`config.mk`:
```
export PLATFORM = sky130hd
export DESIGN_NAME = dout_emulator
export DESIGN_NICKNAME = d
export VERILOG_FILES = /design/src/rtl/dout_emulator.sv
export SDC_FILE = /design/constraint.sdc
export NUM_CORES = 1
export LEC_CHECK = 0
export CAP_MARGIN = 0
export CORE_MARGIN = 8
export CORE_UTILIZATION = 25
export DETAILED_ROUTE_END_ITERATION = 7
export GPL_TIMING_DRIVEN = 0
export HOLD_SLACK_MARGIN = 0.02
export PLACE_DENSITY = 0.4
export SLEW_MARGIN = 20
export SYNTH_ARGS = -nofsm -noshare
export SYNTH_HDL_FRONTEND = slang
export SYNTH_SLANG_ARGS = --single-unit
export TNS_END_PERCENT = 10
```
`constraint.sdc`:
```
create_clock -name clk_i -period 3.4 [get_ports clk_i]
set_clock_uncertainty 0.1 [all_clocks]
set_input_delay 0.68 -clock clk_i [delete_from_list [all_inputs] [get_ports clk_i]]
set_output_delay 0.68 -clock clk_i [all_outputs]
set_load 0.02 [all_outputs]
```
`src/rtl/dout_emulator.sv`:
```
// AD7771 DOUT-interface transmitter: drives /DRDY, DCLK and DOUT as master, 64-bit frames MSB first.
// Optional DOUT_TEST_PATTERN_EN replaces the channel fields with a frame counter and its complement.
module dout_emulator #(
  parameter int unsigned CLK_DIV      = 4,
  parameter int unsigned FRAME_PERIOD = 600
) (
  input  logic        clk_i,
  input  logic        reset_i,
  input  logic        en_i,
  input  logic [7:0]  hdr1_i,
  input  logic [23:0] ch1_i,
  input  logic [7:0]  hdr2_i,
  input  logic [23:0] ch2_i,
  output logic        drdy_o,
  output logic        dclk_o,
  output logic        dout_o,
  output logic        load_o,
  output logic        tick_o,
  output logic        busy_o
);

  localparam int unsigned TimerW = (FRAME_PERIOD > 1) ? $clog2(FRAME_PERIOD) : 1;
  localparam int unsigned DivW   = $clog2(CLK_DIV + 1);

  if (CLK_DIV < 4) begin : g_bad_clk_div
    $error("dout_emulator: CLK_DIV must be >= 4");
  end

  if (FRAME_PERIOD < (2 * 64 + 1) * CLK_DIV + 2) begin : g_bad_frame_period
    $error("dout_emulator: FRAME_PERIOD too short for a 64-bit frame at this CLK_DIV");
  end

  typedef enum logic [2:0] {
    StIdle,
    StSetup,
    StClkLo,
    StClkHi,
    StDone
  } state_e;

  state_e              state_q, state_d;
  logic [TimerW-1:0]   timer_q, timer_d;
  logic [DivW-1:0]     div_q, div_d;
  logic [6:0]          bit_q, bit_d;
  // Bit 63 goes straight onto DOUT at the latch, so only the remaining 63 bits are held here.
  logic [62:0]         sreg_q, sreg_d;
  logic                drdy_q, drdy_d;
  logic                dclk_q, dclk_d;
  logic                dout_q, dout_d;
  logic                load_q, load_d;
  logic                tick_q, tick_d;
  logic                busy_q, busy_d;

  logic [63:0]         frame;
  logic                latch;
  logic                div_end;

`ifdef DOUT_TEST_PATTERN_EN
  logic [23:0] cnt_q;
  logic        unused_ch;

  assign unused_ch = ^{ch1_i, ch2_i};

  always_ff @(posedge clk_i or posedge reset_i) begin
    if (reset_i) begin
      cnt_q <= '0;
    end else if (latch) begin
      cnt_q <= cnt_q + 24'd1;
    end
  end

  assign frame = {hdr1_i, cnt_q, hdr2_i, ~cnt_q};
`else
  assign frame = {hdr1_i, ch1_i, hdr2_i, ch2_i};
`endif

  // Timer free-runs while enabled so /DRDY falls stay exactly FRAME_PERIOD apart.
  always_comb begin
    timer_d = '0;
    if (en_i) begin
      if (timer_q == TimerW'(FRAME_PERIOD - 1)) begin
        timer_d = '0;
      end else begin
        timer_d = timer_q + 1'b1;
      end
    end
  end

  assign latch   = (state_q == StIdle) && en_i && (timer_q == '0);
  assign div_end = (div_q == DivW'(CLK_DIV - 1));

  always_comb begin
    state_d = state_q;
    div_d   = div_q;
    bit_d   = bit_q;
    sreg_d  = sreg_q;
    drdy_d  = drdy_q;
    dclk_d  = dclk_q;
    dout_d  = dout_q;
    busy_d  = busy_q;
    load_d  = 1'b0;
    tick_d  = 1'b0;

    unique case (state_q)
      StIdle: begin
        if (latch) begin
          sreg_d  = frame[62:0];
          dout_d  = frame[63];
          load_d  = 1'b1;
          drdy_d  = 1'b0;
          dclk_d  = 1'b1;
          busy_d  = 1'b1;
          div_d   = '0;
          bit_d   = '0;
          state_d = StSetup;
        end
      end

      StSetup: begin
        if (div_end) begin
          div_d   = '0;
          dclk_d  = 1'b0;
          state_d = StClkLo;
        end else begin
          div_d = div_q + 1'b1;
        end
      end

      StClkLo: begin
        if (div_end) begin
          div_d   = '0;
          dclk_d  = 1'b1;
          state_d = StClkHi;
          bit_d   = bit_q + 7'd1;
          // bit_q counts completed DCLK falls minus one; the 64th rising edge only emits tick.
          if (bit_q < 7'd63) begin
            dout_d = sreg_q[62];
            sreg_d = {sreg_q[61:0], 1'b0};
          end else begin
            tick_d = 1'b1;
          end
        end else begin
          div_d = div_q + 1'b1;
        end
      end

      StClkHi: begin
        if (div_end) begin
          div_d = '0;
          if (bit_q == 7'd64) begin
            state_d = StDone;
          end else begin
            dclk_d  = 1'b0;
            state_d = StClkLo;
          end
        end else begin
          div_d = div_q + 1'b1;
        end
      end

      StDone: begin
        drdy_d  = 1'b1;
        dout_d  = 1'b0;
        busy_d  = 1'b0;
        state_d = StIdle;
      end

      default: begin
        state_d = StIdle;
      end
    endcase
  end

  always_ff @(posedge clk_i or posedge reset_i) begin
    if (reset_i) begin
      state_q <= StIdle;
      timer_q <= '0;
      div_q   <= '0;
      bit_q   <= '0;
      sreg_q  <= '0;
      drdy_q  <= 1'b1;
      dclk_q  <= 1'b1;
      dout_q  <= 1'b0;
      load_q  <= 1'b0;
      tick_q  <= 1'b0;
      busy_q  <= 1'b0;
    end else begin
      state_q <= state_d;
      timer_q <= timer_d;
      div_q   <= div_d;
      bit_q   <= bit_d;
      sreg_q  <= sreg_d;
      drdy_q  <= drdy_d;
      dclk_q  <= dclk_d;
      dout_q  <= dout_d;
      load_q  <= load_d;
      tick_q  <= tick_d;
      busy_q  <= busy_d;
    end
  end

  assign drdy_o = drdy_q;
  assign dclk_o = dclk_q;
  assign dout_o = dout_q;
  assign load_o = load_q;
  assign tick_o = tick_q;
  assign busy_o = busy_q;

endmodule

```
==> results, run 1 <==
- The flow ran to the end, and the final reports show no timing, DRC or antenna violations.
- After routing, the total negative slack on setup checks comes to 0 ns.
- The smallest clock period supported by the final layout is computed as 2.56 ns.
- The via count is 3563.
- The most frequent standard cell in the layout excluding fill and tap cells is sky130_fd_sc_hd__nand2_1.
- Counting flops and latches in the post-synthesis netlist gives 92.
- The synthesized netlist devotes 1.27% of its cell area to adder and majority cells.
- Once detail routing completed, the nets flagged for antenna violations numbered 0.
- The total global routing overflow is 0.
- The die covers 24400 um^2.
- The clock buffer count from CTS is 9.
- The class of the tightest hold or removal check is reg2reg.
- The mean number of vias per cell is 4.21.
- Measured along the x axis, the die boundary spans 156 um.
- The clock drives 92 sinks.
- The cell with the biggest individual delay on the critical path is sky130_fd_sc_hd__a2bb2oi_4.
- The number of antenna violations at the first check in global routing came to 0.
- The worst setup slack for register-to-register paths is 0.98 ns.
- Entering global routing, the biggest net connects 52 pins.
- In the layout the commonest cells are 199 x sky130_fd_sc_hd__nand2_1, 90 x sky130_fd_sc_hd__dfrtp_1, 72 x sky130_fd_sc_hd__clkdlybuf4s50_1, 59 x sky130_fd_sc_hd__mux2_4, 15 x sky130_fd_sc_hd__nand3_1.
- The number of antenna diodes in the final layout is 0.
- The share of flip-flops with an asynchronous set or reset after synthesis is 100%.
- The maximum single-stage delay on the critical path is 0.54 ns.
- Walking the worst path, the cells encountered are clkdlybuf4s50_1 -> and4bb_2 -> nand4_4 -> a2bb2oi_4 -> buf_12 -> mux2_4.
- Once placement finished, the instance area stood at 6010 um^2.
- The source of the worst register-to-register timing path is state_q[2].
- The synthesized netlist contains 43 unique library cells.
- The leakage dissipation is 3.08 nW.
- Max-cap violations in this run came to 0.
- The fraction of the cycle the final worst path needs is 75.2%.
- After routing the design area is 6350 um^2.
- At the pin with the least slew margin, the transition time is 0.605 ns.
- The primary flip-flop cell chosen by synthesis mapping is sky130_fd_sc_hd__dfrtp_1.
- Of the total synthesized cell area, the portion taken by AND, OR, NAND and NOR gates is 22.7%.
- The number of fill cells is 2034.
- Summing the areas of all compound-gate instances in the mapped netlist gives 3.76% of the synthesized area.
- The net count of the finished layout is 648.
- The Yosys step of the flow raised 0 warnings.
- The number of setup violations in the final report is 0.
- The global-route wire length before repair is 20100 um.
- Measured against its own limit, the worst slew margin works out to 59.5%.
- The post-synthesis mux area share is 18.9%.
- The worst hold path stage count is 2.
- The data arrival time of the critical path is 2.68 ns.
- The floorplan row count is 51.
- From synthesis to final layout, the design area changed by 28.9%.
- Setup repair after global routing left no endpoint under its margin.
- The later pin in the worst-skew pair is clocked with a latency of 0.35 ns.
- The mean instance size in the synthesized netlist is 10.0 um^2.
- The area of combinational cells with multiple inputs is 2370 um^2.
- The area taken by flip-flops and latches is 2300 um^2.
- Of all nets on the critical path, the largest fanout is 10.
- For this run, the detailed router's first-pass iteration total came to 4.
- The number of instances in the synthesized netlist is 492.
- The via count of the first global-routing pass is 3863.
- The maximum clock path buffer count is 2.
- The count of buffers from port buffering is 72.
- The register area share after synthesis is 46.8%.
- The number of failing hold endpoints at the final stage came to 0.
- The DRC violations left is 0.
- Global routing used 10.3% of the available tracks.
- Clock-pin slew was measured on the worst setup and hold paths at 0.06 ns.
- The mapped cell area is 4920 um^2.
- The number of hold buffers added after cts is 0.
- STA classifies the critical path startpoint as an input port.
- Of the cells placed in the final design, the portion with a size suffix greater than 1 is 18.1%.
- The congestion estimate from routability-driven global placement came to 0.756.
- The worst hold path terminates at drdy_o.
- The worst reg2reg path depth is 7.
- For this configuration, the core starts out at a cell density of 25.4%.
- After detailed routing, the average wire length per cell comes to 14.2 um.
- The area of the core is 19400 um^2.
- The final number of max-transition violations is 0.
- The endpoint kind of the worst setup timing path is a register.
- The hold path startpoint is drdy_o.
- The kind of critical path is in2reg.
- Data on the critical path is required at its endpoint by 3.53 ns.
- The CTS tree is yes.
- The post-synthesis share of cell area spent on xor and xnor gates is 1.42%.
- The final routed wirelength across all metal layers is 12000 um.
- The post-cts gate resize count is 0.
- The ratio of total power to cell area is 375 nW/um^2.
- From bottom edge to top edge, the die measures 156 um.
- After synthesis, the largest family of logic cells by area is simple AND/OR/NAND/NOR gates.
- Timing would allow up to 0.391 GHz.
- Counting every net in the synthesized netlist gives 564.
- The HPWL after detailed placement is 8240 um.
- The total setup buffers inserted after CTS is 0.
- The H-tree was split into 3 levels.
- Counting flops with a built-in enable in the synthesized netlist gives 0.
- IR analysis of the VDD net gives a maximum drop of 0.000221 V.
- The violation count after the first detailed-route iteration is 172.
- The I/O pin count is 73.
- Cells fill 32.7% of the core in the end.
- The endpoint of the most critical register-to-register path is sreg_q[16].
- The root buffer cell chosen for the clock tree is sky130_fd_sc_hd__clkbuf_16.
final cells by class:
type / count / area share [%]
Timing Repair Buffer: 73 / 11.8
Inverter: 12 / 0.788
Sequential cell: 92 / 36.3
Multi-Input combinational cell: 362 / 37.3
Tap cell: 265 / 5.22
Clock buffer: 9 / 3.55
Clock inverter: 7 / 1.81
Buffer: 26 / 3.23
metal layers:
| metal | vias to the layer above | part of all wire [%] | track usage, % |
|---|---|---|---|
| li1 | 1777 | - | - |
| met3 | 10 | 4.3 | 2.23 |
| met5 | - | 0 | 0 |
| met4 | 0 | 1.6 | 4.39 |
| met1 | 1721 | 48 | 13.4 |
| met2 | 55 | 46 | 16.2 |
worst max path at each step:
stage                 start  cells after the start  slack, ns    endpoint
detailed placement     en_i                      6       0.43  sreg_q[60]
CTS                    en_i                      6       0.80  sreg_q[16]
finish                 en_i                      6       0.84  sreg_q[16]
floorplan           reset_i                      1       0.23    bit_q[0]
global route           en_i                      6       0.73   sreg_q[5]
global placement    reset_i                      2      -1.54  timer_q[4]
kinds of logic (layout without fill, tap and decap cells):
| logic type | after synthesis | after routing |
|---|---|---|
| AOI/OAI and AO/OA | 26 | 26 |
| xor gates and xnor gates | 8 | 8 |
| adders and majority gates | 5 | 5 |
| buffers and inverters | 38 | 127 |
| DFF | 92 | 92 |
| muxes | 63 | 63 |
| and+or+nand+nor | 260 | 260 |
critical path, delay by kind of cell:
| family | cells | cell delay [ns] |
|---|---|---|
| buffers and inverters | 2 | 0.72 |
| AO/OA/AOI/OAI | 1 | 0.54 |
| AND/OR/NAND/NOR | 2 | 0.43 |
| multiplexers | 1 | 0.31 |
cells in the mapped netlist, drive strengths merged (3+ instances only):
cell type | count | share of area (%)
inv | 11 | 0.84
xor2 | 6 | 1.1
o211ai | 5 | 0.76
o22ai | 3 | 0.38
o21ai | 9 | 0.91
and3 | 4 | 0.51
ha | 5 | 1.3
nor2 | 15 | 1.2
buf | 16 | 3.4
nand4 | 4 | 0.81
clkbuf | 10 | 0.76
mux2 | 63 | 19
nand2b | 3 | 0.38
nand2 | 200 | 15
nand3 | 15 | 1.5
nor3 | 7 | 0.71
a21oi | 3 | 0.30
dfrtp | 90 | 46
per-stage QoR:
step	power, W	worst slack (ns)	std cells	hold slack [ns]
floorplan	0.00115	0.231	492	0.347
global placement	0.00124	-1.54	829	0.352
detailed placement	0.00124	0.434	830	0.363
CTS	0.00242	0.798	846	0.377
global route	0.00247	0.734	846	0.395
finish	0.00238	0.844	846	0.377
sequential cells by signal, indices dropped and copies added (netlist names), 3 cells and up:
register and flops:
state_q 3, sreg_q 63, bit_q 7, div_q 3, timer_q 10
where the power goes:
part           internal (W)  total [W]  switching, W
Combinational     0.0000759   0.000119     0.0000432
Sequential          0.00110    0.00110    0.00000314
Clock              0.000716    0.00116      0.000443
Note: power is estimated with default switching activity, not from simulation.
==> run 2: changes to the inputs <==
PLACE_DENSITY = 0.41   (was 0.4)
clock period = 2.2 ns   (was 3.4 ns; I/O delays follow)
==> results, run 2 (synthesis results as in run 1) <==
- The run finished with clean final reports.
- Buffers inserted to repair hold after CTS numbered 0.
- Once the floorplan was initialized, standard cells occupied 25.4% of the core.
- The register with the most flip-flops in the layout has 63 of them.
- Entering global routing, the biggest net connects 28 pins.
- The source of the worst register-to-register timing path is timer_q[0].
- Adding up every negative setup slack in the final design gives 0 ns.
- 0 antenna diodes ended up in the layout.
- The top cell types in the final layout, fill and taps aside, are 199 x sky130_fd_sc_hd__nand2_1, 90 x sky130_fd_sc_hd__dfrtp_1, 72 x sky130_fd_sc_hd__clkdlybuf4s50_1, 59 x sky130_fd_sc_hd__mux2_4, 15 x sky130_fd_sc_hd__nand3_1.
- The final number of max-transition violations is 0.
- The via count is 3583.
- VDD sags by at most 0.000282 V.
- The number of antenna violations at the first check in global routing is 0.
- The number of setup violations in the final report is 0.
- The tree is rooted in a sky130_fd_sc_hd__clkbuf_16.
- The worst setup path is captured at a register.
- The class of the tightest hold or removal check is reg2reg.
- The post-route minimum period is 2.12 ns.
- Summed over all layers, the routed wires come to 11600 um.
- For this run, the top clock speed supported by timing is 0.472 GHz.
- The die is 156 um wide.
- The last weighted congestion value of the routability-driven placer is 0.769.
- For this design the ratio of total power to cell area is 533 nW/um^2.
- The area growth from synthesis to final layout is 29.7%.
- In the final routed layout, each cell accounts on average for 13.7 um.
- The required time of the critical path is 2.32 ns.
- Using the TritonRoute via totals, the vias-per-cell ratio works out to 4.21.
- In the final layout, the registers with the most flip-flops are sreg_q (63), timer_q (10), bit_q (7).
- The total global routing overflow is 0.
- The length of the first detailed-routing pass in iterations is 5.
- The maximum fanout along the worst path is 10.
- The critical path in this run is classified as reg2reg.
- The H-tree level count is 3.
- The analysis attributes to cell leakage a power of 3.08 nW.
- TritonCTS built the clock tree.
- The clock transition time at the flip-flop clock pins of the worst setup and hold paths is 0.06 ns.
- At the later pin of the worst-skew pair, clock insertion delay measures 0.34 ns.
- The tightest hold path in the finished design has a slack of 0.367 ns.
- For this run, the post-layout net count is 653.
- The register with the most flip-flops in the final layout is sreg_q.
- The count of max-cap constraint violations is 0.
- The global-route wire length before repair is 19600 um.
- The remaining antenna violation count after routing is 0.
- The data arrival time of the critical path is 2.24 ns.
- The TritonCTS sink count is 92.
- The most frequent standard cell in the layout excluding fill and tap cells is sky130_fd_sc_hd__nand2_1.
- The die covers 24400 um^2.
- Cells with a size suffix above 1 make up 18.8% of the layout.
- The final critical path takes up 96.3% of the cycle.
- In this run the vertical extent of the chip is 156 um.
- Detailed placement finished with a half-perimeter wire length of 8250 um.
- The clock passes through at most 2 buffers.
- The worst hold path begins at drdy_o.
- The startpoint class of the critical path is a register.
- Global routing consumed, over all layers together, 10.0% of the routing resources.
- During placement, the flow inserted port buffers numbering 72.
- Setup repair after global routing could not meet its margin everywhere.
- The normalized max-slew margin is 58.3%.
- The clock buffer count from CTS is 9.
- The transition time at the pin with the least slew margin is 0.624 ns.
- In this run the count of I/O pins placed on the die edge is 73.
- The area of the core is 19400 um^2.
- The DRC violations left is 0.
- The violation count after the first detailed-route iteration is 149.
- The number of failing hold endpoints at the final stage is 0.
- The start point of the critical path is timer_q[0].
- Row generation in the floorplan step produced 51 rows.
- The via count of the first global-routing pass is 3817.
run 2: power breakdown:
group	internal [W]	leakage, nW	switching, W	total (W)
Combinational	0.000124	1.70	0.0000675	0.000192
Sequential	0.00170	1.25	0.00000453	0.00170
Clock	0.000882	0.135	0.000629	0.00151
run 2: cell type report:
cell class,count,area [um^2]
inverter,12,52.6
timing repair buffer,79,831
fill,2043,13000
clock buffer,14,244
tap,265,332
buffer,25,211
clock inverter,2,35.0
multi-input combinational,362,2370
sequential,92,2300
run 2: per-stage QoR:
step	cells	util (%)	setup WS, ns	cell area [um^2]	total power, W
3_3_place_gp	829	30.8	-0.574	5980	0.00191
5_1_grt	851	32.9	-0.0105	6380	0.00355
6_report	851	32.9	0.0813	6380	0.00340
4_1_cts	849	32.8	0.0210	6350	0.00348
3_5_place_dp	832	31.2	-0.516	6050	0.00193
2_1_floorplan	492	-	0.103	4930	0.00177
run 2: worst paths after layout:
check	cells after the start	endpoint	slack, ns
min	2	drdy_o	0.37
max in group asynchronous	4	drdy_o	0.76
min reg2reg	2	drdy_o	0.37
max	8	sreg_q[58]	0.08
min in group asynchronous	2	sreg_q[35]	0.43
max reg2reg	8	sreg_q[58]	0.08
run 2: metal layers:
metal | GRT usage [%] | part of all wire [%] | wire [um] | up-vias
li1 | - | - | - | 1797
met5 | 0 | 0 | 0 | -
met3 | 1.93 | 3.7 | 432 | 12
met4 | 4.67 | 1.7 | 202 | 0
met2 | 15.5 | 46 | 5350 | 56
met1 | 13.2 | 49 | 5640 | 1718
run 2: critical path, stage by stage, from the launching register on:
cell                        delay [ns]
sky130_fd_sc_hd__dfrtp_1          0.40
sky130_fd_sc_hd__inv_1            0.07
sky130_fd_sc_hd__ha_1             0.15
sky130_fd_sc_hd__and4bb_2         0.25
sky130_fd_sc_hd__nand4_4          0.17
sky130_fd_sc_hd__a2bb2oi_4        0.23
sky130_fd_sc_hd__buf_12           0.16
sky130_fd_sc_hd__buf_12           0.15
sky130_fd_sc_hd__mux2_4           0.30
run 2: timing repair:
item                       in CTS  in global routing
pin swaps                       1                  2
setup endpoints to repair      65                 50
resized for setup               3                  6
gates cloned                    0                  0
setup buffers                   2                  2
==> run 3: changes to the inputs <==
--- a/constraint.sdc
+++ b/constraint.sdc
@@ -3,3 +3,3 @@
 set_input_delay 0.44 -clock clk_i [delete_from_list [all_inputs] [get_ports clk_i]]
 set_output_delay 0.44 -clock clk_i [all_outputs]
-set_load 0.02 [all_outputs]
+set_load 0.005 [all_outputs]
==> results of run 3 <==
The final DEF is identical to that of run 2; final timing and power are the same.
